**src/rtl/snake_move_ctrl.sv**
```systemverilog
// Snake head movement controller: tick-divided stepping, buffered direction
// input with reverse rejection, wall-collision detection and length tracking.
module snake_move_ctrl #(
  parameter int         TICK_DIV  = 25000000,
  parameter int         GRID_H    = 30,
  parameter int         GRID_W    = 40,
  parameter int         START_X   = 15,
  parameter int         START_Y   = 20,
  parameter logic [1:0] START_WAY = 2'd2,
  parameter int         MAX_LEN   = 63
) (
  input  logic       i_Clk,
  input  logic       i_Rst,
  input  logic       i_Start,
  input  logic       i_Pause,
  input  logic       i_Btn_Valid,
  input  logic [1:0] i_Btn_Way,
  input  logic       i_Grow,
  output logic [5:0] o_Head_x,
  output logic [5:0] o_Head_y,
  output logic [1:0] o_Way,
  output logic       o_Step,
  output logic       o_Dead,
  output logic [5:0] o_Len
);

  localparam int CNT_W = (TICK_DIV > 2) ? $clog2(TICK_DIV) : 1;
  localparam logic [CNT_W-1:0]  LP_TICK_LAST = CNT_W'(TICK_DIV - 1);
  localparam logic signed [6:0] LP_H         = 7'(GRID_H);
  localparam logic signed [6:0] LP_W         = 7'(GRID_W);
  localparam logic [5:0]        LP_MAX_LEN   = 6'(MAX_LEN);

  localparam logic [1:0] WAY_UP    = 2'd0;
  localparam logic [1:0] WAY_DOWN  = 2'd1;
  localparam logic [1:0] WAY_RIGHT = 2'd2;
  localparam logic [1:0] WAY_LEFT  = 2'd3;

  typedef enum logic [1:0] {S_IDLE, S_RUN, S_STEP, S_DEAD} state_t;

  state_t           r_State;
  logic [CNT_W-1:0] r_Tick;
  logic [1:0]       r_Pend;
  logic [5:0]       r_Head_x;
  logic [5:0]       r_Head_y;
  logic [1:0]       r_Way;
  logic             r_Step;
  logic             r_Dead;
  logic [5:0]       r_Len;

  logic signed [6:0] w_Nx;
  logic signed [6:0] w_Ny;
  logic              w_Out;
  logic              w_Reverse;
  logic [5:0]        w_Len_inc;

  // One extra bit lets 0-1 appear as negative instead of wrapping to 63.
  always_comb begin
    w_Nx = $signed({1'b0, r_Head_x});
    w_Ny = $signed({1'b0, r_Head_y});
    case (r_Pend)
      WAY_UP:    w_Nx = $signed({1'b0, r_Head_x}) - 7'sd1;
      WAY_DOWN:  w_Nx = $signed({1'b0, r_Head_x}) + 7'sd1;
      WAY_RIGHT: w_Ny = $signed({1'b0, r_Head_y}) + 7'sd1;
      WAY_LEFT:  w_Ny = $signed({1'b0, r_Head_y}) - 7'sd1;
      default:   w_Nx = $signed({1'b0, r_Head_x});
    endcase
    w_Out = (w_Nx < 7'sd0) || (w_Nx >= LP_H) || (w_Ny < 7'sd0) || (w_Ny >= LP_W);
  end

  // Reverse pairs differ only in bit 0 (UP/DOWN, RIGHT/LEFT).
  assign w_Reverse = ((i_Btn_Way ^ r_Way) == 2'b01);
  assign w_Len_inc = (r_Len >= LP_MAX_LEN) ? LP_MAX_LEN : r_Len + 6'd1;

  always_ff @(posedge i_Clk) begin
    if (i_Rst) begin
      r_State  <= S_IDLE;
      r_Tick   <= '0;
      r_Pend   <= START_WAY;
      r_Head_x <= 6'(START_X);
      r_Head_y <= 6'(START_Y);
      r_Way    <= START_WAY;
      r_Step   <= 1'b0;
      r_Dead   <= 1'b0;
      r_Len    <= 6'd3;
    end else begin
      r_Step <= 1'b0;
      case (r_State)
        S_IDLE: begin
          if (i_Start) begin
            r_State <= S_RUN;
            r_Tick  <= '0;
            r_Pend  <= r_Way;
          end
        end
        S_RUN: begin
          if (i_Btn_Valid && !w_Reverse) r_Pend <= i_Btn_Way;
          if (i_Grow) r_Len <= w_Len_inc;
          if (!i_Pause) begin
            if (r_Tick == LP_TICK_LAST) begin
              r_Tick  <= '0;
              r_State <= S_STEP;
            end else begin
              r_Tick <= r_Tick + CNT_W'(1);
            end
          end
        end
        S_STEP: begin
          if (i_Grow) r_Len <= w_Len_inc;
          if (!w_Out) begin
            r_Head_x <= w_Nx[5:0];
            r_Head_y <= w_Ny[5:0];
            r_Way    <= r_Pend;
            r_Step   <= 1'b1;
            r_State  <= S_RUN;
          end else begin
            r_Dead  <= 1'b1;
            r_State <= S_DEAD;
          end
        end
        S_DEAD: begin
          if (i_Start) begin
            r_Head_x <= 6'(START_X);
            r_Head_y <= 6'(START_Y);
            r_Way    <= START_WAY;
            r_Len    <= 6'd3;
            r_Dead   <= 1'b0;
            r_State  <= S_IDLE;
          end
        end
        default: r_State <= S_IDLE;
      endcase
    end
  end

  assign o_Head_x = r_Head_x;
  assign o_Head_y = r_Head_y;
  assign o_Way    = r_Way;
  assign o_Step   = r_Step;
  assign o_Dead   = r_Dead;
  assign o_Len    = r_Len;

endmodule

```
**config.mk**
```make
export PLATFORM = sky130hd
export DESIGN_NAME = snake_move_ctrl
export DESIGN_NICKNAME = d
export VERILOG_FILES = /design/src/rtl/snake_move_ctrl.sv
export SDC_FILE = /design/constraint.sdc
export NUM_CORES = 1
export LEC_CHECK = 0
export ABC_CLOCK_PERIOD_IN_PS = 4940
export BUFFER_PORTS_ARGS = -buffer_cell sky130_fd_sc_hd__buf_2
export CORE_ASPECT_RATIO = 0.75
export CORE_UTILIZATION = 50
export CTS_CLUSTER_SIZE = 20
export DETAILED_ROUTE_END_ITERATION = 10
export GPL_TIMING_DRIVEN = 1
export PLACE_DENSITY = 0.78
export SETUP_SLACK_MARGIN = 0.4
export SLEW_MARGIN = 20
export SYNTH_ARGS = -nofsm -noshare
export SYNTH_HDL_FRONTEND = slang
export SYNTH_SLANG_ARGS = --single-unit
export TNS_END_PERCENT = 20
```
**constraint.sdc**
```tcl
create_clock -name i_Clk -period 4.94 [get_ports i_Clk]
set_input_delay 0.494 -clock i_Clk [delete_from_list [all_inputs] [get_ports i_Clk]]
set_output_delay 0.494 -clock i_Clk [all_outputs]
set_load 0.05 [all_outputs]
```
### After elaboration in Yosys (flattened, before gate mapping)

Cells that the tools add are included.
W data, S select, Z words.

| cells by class | value |
|---|---|
| $add $sub $neg | 6 |
| multiply operators | 0 |
| div/mod/pow operators | 0 |
| magnitude comparators | 5 |
| eq/ne operators | 16 |
| shift operators | 0 |
| muxes and demuxes | 32 |
| bitwise logic cells | 2 |
| reductions and logical operators | 18 |

Operators with widths:

| operator | number |
|---|---|
| $mux W25 | 3 |
| $pmux W25 S2 | 1 |
| $mux W6 | 7 |
| $pmux W6 S2 | 3 |
| $pmux W7 S2 | 2 |
| $add A25 B1 Y25 const B | 1 |
| $eq A25 B25 Y1 const B | 1 |
| $mux W2 | 9 |
| $reduce_and A3 Y1 | 5 |
| $add A6 B1 Y7 const B | 2 |
| $lt A7 B1 Y1 const B | 2 |
| $ne A2 B2 Y1 const B | 7 |
| $sub A6 B1 Y7 const B | 2 |
| $eq A2 B2 Y1 const B | 4 |
| $pmux W2 S2 | 2 |
| $pmux W2 S4 | 1 |
| $ge A7 B6 Y1 const B | 1 |
| $ge A7 B7 Y1 const B | 1 |
| $add A6 B1 Y6 const B | 1 |
| $eq A2 B1 Y1 const B | 3 |
| $ge A6 B6 Y1 const B | 1 |
| $reduce_bool A2 Y1 | 3 |
| $logic_not A2 Y1 | 2 |
| $reduce_and A4 Y1 | 1 |
| 9 further kinds | 14 |

| storage, ports and cells | value |
|---|---|
| flip-flop bits (word level) | 51 |
| bits in latches | 0 |
| RAM bits | 0 |
| bits in read-only memories | 0 |
| input port bits | 8 |
| output and inout port bits | 22 |
| word-level logic and storage cells | 88 |
| memories | 0 |

### Depth between registers and ports, before layout

| logic depth | value |
|---|---|
| depth after elaboration | 8 |
| depth in mapped cells | 13 |
| mapped depth without buffers | 11 |

### Worst setup path before layout

No wires, ideal clock.

| timing path | value |
|---|---|
| path type | register to register |
| start | register r_Pend[1] |
| end | register r_Head_x[0], in the netlist o_Head_x[0] |
| data arrival time | 3.105 ns |
| data required time | 4.818 ns |
| slack | 1.713 ns |
| stages on the path, launching flop included | 13 |
| period minus slack after synthesis | 3.227 ns |
| path through | dfxtp_1 buf_2 clkbuf_1 and2_1 ha_1 a211o_1 o21a_1 xor2_1 o311a_4 nor4_4 buf_6 a21oi_2 a311o_1 |

| on the way | value |
|---|---|
| cells in the longest elaborated chain, start to end | 8 |

Ends and longest elaborated chain:

| item | line | text |
|---|---|---|
| from (decl) | 42 | `logic [1:0] r_Pend;` |
| from (signal assigned) | 92 | `r_Pend <= r_Way;` |
| from (signal assigned) | 96 | `if (i_Btn_Valid && !w_Reverse) r_Pend <= i_Btn_Way;` |
| $eq A2 B1 Y1 or $logic_not A2 Y1 (tied branches) | 60 | `case (r_Pend)` |
| $pmux W7 S2 | 60 |  |
| $lt A7 B1 Y1 or $ge A7 B6 Y1 (tied branches) | 67 | `w_Out = (w_Nx < 7'sd0) \|\| (w_Nx >= LP_H) \|\| (w_Ny < 7'sd0) \|\| (w_Ny >= LP_W);` |
| $logic_or A1 B1 Y1 (3 in a row) | 67 |  |
| $ne A2 B2 Y1 (no source line) | n/a |  |
| $reduce_and A3 Y1 (no source line) | n/a |  |
| to (signal assigned) | 79 | `r_Head_x <= 6'(START_X);` |
| to (signal assigned) | 110 | `r_Head_x <= w_Nx[5:0];` |
| to (signal assigned) | 122 | `r_Head_x <= 6'(START_X);` |
| to (decl) | 43 | `logic [5:0] r_Head_x;` |

Parallel ways exist; a longest one is shown, timed or not. The select of a mux whose other input is x is not followed.
A chain may end at the register's enable or synchronous reset.

### Final worst setup path

| timing path | value |
|---|---|
| start | register r_Pend[1] |
| end | register r_Way[1], in the netlist o_Way[1] |

| on the way | value |
|---|---|
| cells in the longest elaborated chain, start to end | 8 |

Ends and longest elaborated chain:

| item | line | text |
|---|---|---|
| $eq A2 B1 Y1 or $logic_not A2 Y1 (tied branches) | 60 |  |
| $pmux W7 S2 | 60 |  |
| $lt A7 B1 Y1 or $ge A7 B6 Y1 (tied branches) | 67 |  |
| $logic_or A1 B1 Y1 (3 in a row) | 67 |  |
| $ne A2 B2 Y1 (no source line) | n/a |  |
| $reduce_and A3 Y1 (no source line) | n/a |  |
| to (signal assigned) | 112 | `r_Way <= r_Pend;` |
| to (decl) | 45 | `logic [1:0] r_Way;` |

Parallel ways exist; a longest one is shown, timed or not. The select of a mux whose other input is x is not followed.

==> results.tsv <==
stage	metric	value	unit
power	Seq pwr share	0.310	
yosys	post-synth cell types	61	
layout	Ant. Diodes	0	
clocking	Clock Latency Late Sink	0.31	ns
critical_path	R2R cell count	11	
sta	Tcrit/Tclk final	0.790	
hold_path	Worst Hold Launch	o_Head_x[5]	
global_route	vias in the first global route	2552	
critical_path	critical path class	flop to flop	
critical_path	worst reg2reg setup slack	1.04	ns
sta	RSZ-0062 raised after global routing	no	
sta	max-slew violation count	0	
yosys	Avg Cell Area, Syn	8.49	sq um
die	Initial Util	0.527	
die	Rows	24	
sta	worst slew pin tran	0.774	ns
critical_path	R2R Path End	o_Way[1]	
routing	Avg WL per Cell	14.0	microns
sta	Worst Skew	0.0173	ns
yosys	Async SR Flop Fraction	0	
clocking	CTS Buffer Depth	2	
yosys	top cells by area, synth	dfxtp_1 (33%), ha_1 (7.3%), nor2_1 (6.5%)	
place	final estimated routing congestion in global placement	0.813	
routing	Via-to-Cell Ratio	5.76	
yosys	Mapped Nets	393	
yosys	Synth Flop Type	dfxtp_1	
routing	Routed WL	6.58	mm
place	count of input and output buffers	29	
clocking	Clk pin slew, worst setup/hold paths	0.10	ns
yosys	Mapped Cells	365	
routing	starting DRC count in detailed routing	148	
clocking	setup bufs post-CTS	0	
yosys	Synth area leader	dfxtp_1	
power	Int Pwr	0.000905	W
global_route	GRT Overall Usage	0.216	
routing	Final ANT Viol Nets	0	
die	Die Y-Extent	70.2	microns
global_route	global-route wire length before repair	11.4	mm
clocking	CTS Buf Count	5	
hold_path	worst hold endpoint	o_Head_x[5]	
clocking	CTS tree	yes	
critical_path	Worst Path Arrival	4.10	ns
yosys	number of enable flip-flop cells after synthesis	0	
clocking	clk root buf	clkbuf_8	
power	pwr/cell area	489	mW/mm^2
yosys	sequential share of the synthesized area	0.329	
global_route	GRT Residual Overflow	0	
yosys	area fraction of the dominant cell type after synthesis	0.329	
hold_path	Worst Hold Class	flop to flop	
global_route	initial antenna violation count	0	
layout	share of layout cells above drive strength 1	0.133	
critical_path	worst path required time	5.14	ns
yosys	Commonest cells post-synth	nor2_1 (54), dfxtp_1 (51), nand2_1 (26)	
sta	final worst path period need	3.90	ns
routing	residual DRC count	0	
power	leakage power	1.34	nW
power	clock power share	0.179	
die	DIE AREA	0.00652	sq mm
global_route	largest net degree at the start of global routing	32	
hold_path	worst hold path cell count	2	
clocking	number of gates resized after cts	0	
critical_path	CP startpoint kind	flop	
layout	Final Net Count	419	
run_status	status	completed	
sta	final setup violation count	0	
critical_path	r2r startpoint	r_Pend[1]	
power	Comb power frac	0.512	
critical_path	Worst Path Max Fanout	20	
layout	final core utilization	0.580	
clocking	hold buffer count at CTS	0	
sta	relative slew slack	0.483	
power	Sw Share	0.459	
clocking	Clock Sinks	51	
yosys	Post-Syn Area	0.00310	sq mm
layout	Area Overhead vs Synth	10.2	%
yosys	Synth Warn #	0	
power	Peak VDD IR	349	uV
layout	Layout fillers	541	
sta	setup TNS	0	ns
die	num ports	30	
die	Core Region	0.00589	sq mm
sta	maximum clock rate	256	MHz
job	Max-Cap Viols	0	
critical_path	Critical Path End Type	flop	
die	DIE WIDTH	92.9	microns
yosys	count leader, synth	nor2_1	
routing	via count	2709	
routing	TritonRoute pass-1 iters	4	
sta	Final Hold Vio Count	0	
place	Detail Placement HPWL	4.89	mm
power	Switch Pwr	0.000767	W
yosys	FF+latch count, synth	51	
clocking	htree depth	2	
-- flip-flops by register name (all words and copies together), names as in the netlist --
register,flops
o_Head_y,6
o_Len,6
o_Way,2
o_Step,1
r_Tick,25
r_State,2
o_Dead,1
r_Pend,2
o_Head_x,6
-- cells by family after synthesis --
| family | synth area share |
|---|---|
| and+or+nand+nor | 0.251 |
| AOI/OAI and AO/OA | 0.203 |
| buffers and inverters | 0.0379 |
| adders and majority gates | 0.0856 |
| DFF | 0.329 |
| muxes | 0.00646 |
| xor gates and xnor gates | 0.0872 |
-- cell usage in the layout (no fill, tap or decap), drive strengths merged, types with 5 or more instances in the layout --
cell type,count
dfxtp,51
clkbuf,5
a211oi,6
o21ai,8
nand2,26
and3,9
nand4,11
inv,19
ha,18
and2,5
nand2b,8
buf,30
nand3,16
a21oi,17
nor3,7
xnor2,12
xor2,18
nor2,54
-- power by group through the flow --
stage          Clock [W]  Combinational (W)  Sequential, W
2_1_floorplan          0           0.000660       0.000578
3_5_place_dp           0           0.000851       0.000526
4_1_cts         0.000305           0.000852       0.000517
3_3_place_gp           0           0.000828       0.000525
5_1_grt         0.000319           0.000944       0.000525
6_report        0.000298           0.000855       0.000518
-- worst max-delay path, stage by stage (launching register included) --
cell       delay, ns
dfxtp_1         0.72
inv_1           0.23
nand2_1         0.29
inv_1           0.10
fa_1            0.40
nand2b_1        0.19
a2111oi_0       0.37
a221oi_1        0.11
and2_1          0.27
nor4_4          0.64
nand2_1         0.15
o41a_1          0.32
-- per-layer routing --
metal,vias up,track usage,wire [microns]
li1,1371,-,-
met4,0,0.0547,70
met5,-,0,0
met3,9,0.0392,289
met2,65,0.336,2860
met1,1264,0.308,3360
-- final cells by class --
type / count / area, sq um / share of cell area
clock buffers: 5 / 68.8 / 0.0202
clock inverters: 3 / 46.3 / 0.0136
inverters: 18 / 67.6 / 0.0198
multi-input cells: 285 / 1960 / 0.574
flip-flops and latches: 51 / 1020 / 0.299
well taps: 78 / 97.6 / 0.0286
repair buffers: 30 / 153 / 0.0447
-- how the worst max path moves through the flow --
stage | endpoint | start | cells past startpoint
floorplan | o_Head_x[0] | r_Pend[1] | 12
global placement | o_Way[1] | r_Pend[1] | 11
detailed placement | o_Way[1] | r_Pend[1] | 11
CTS | o_Way[1] | r_Pend[1] | 11
global route | o_Way[1] | r_Pend[1] | 11
finish | o_Way[1] | r_Pend[1] | 11
-- metrics by stage --
step	instances	setup slack [ns]	hold slack, ns	total power (W)	cell area [sq um]
CTS	470	1.05	0.516	0.00167	3410
detailed placement	462	1.04	0.498	0.00138	3300
global route	470	0.674	0.546	0.00179	3410
global placement	462	1.20	0.488	0.00135	3300
floorplan	365	1.71	0.471	0.00124	3100
finish	470	1.04	0.515	0.00167	3410
Note: power is estimated with default switching activity, not from simulation.
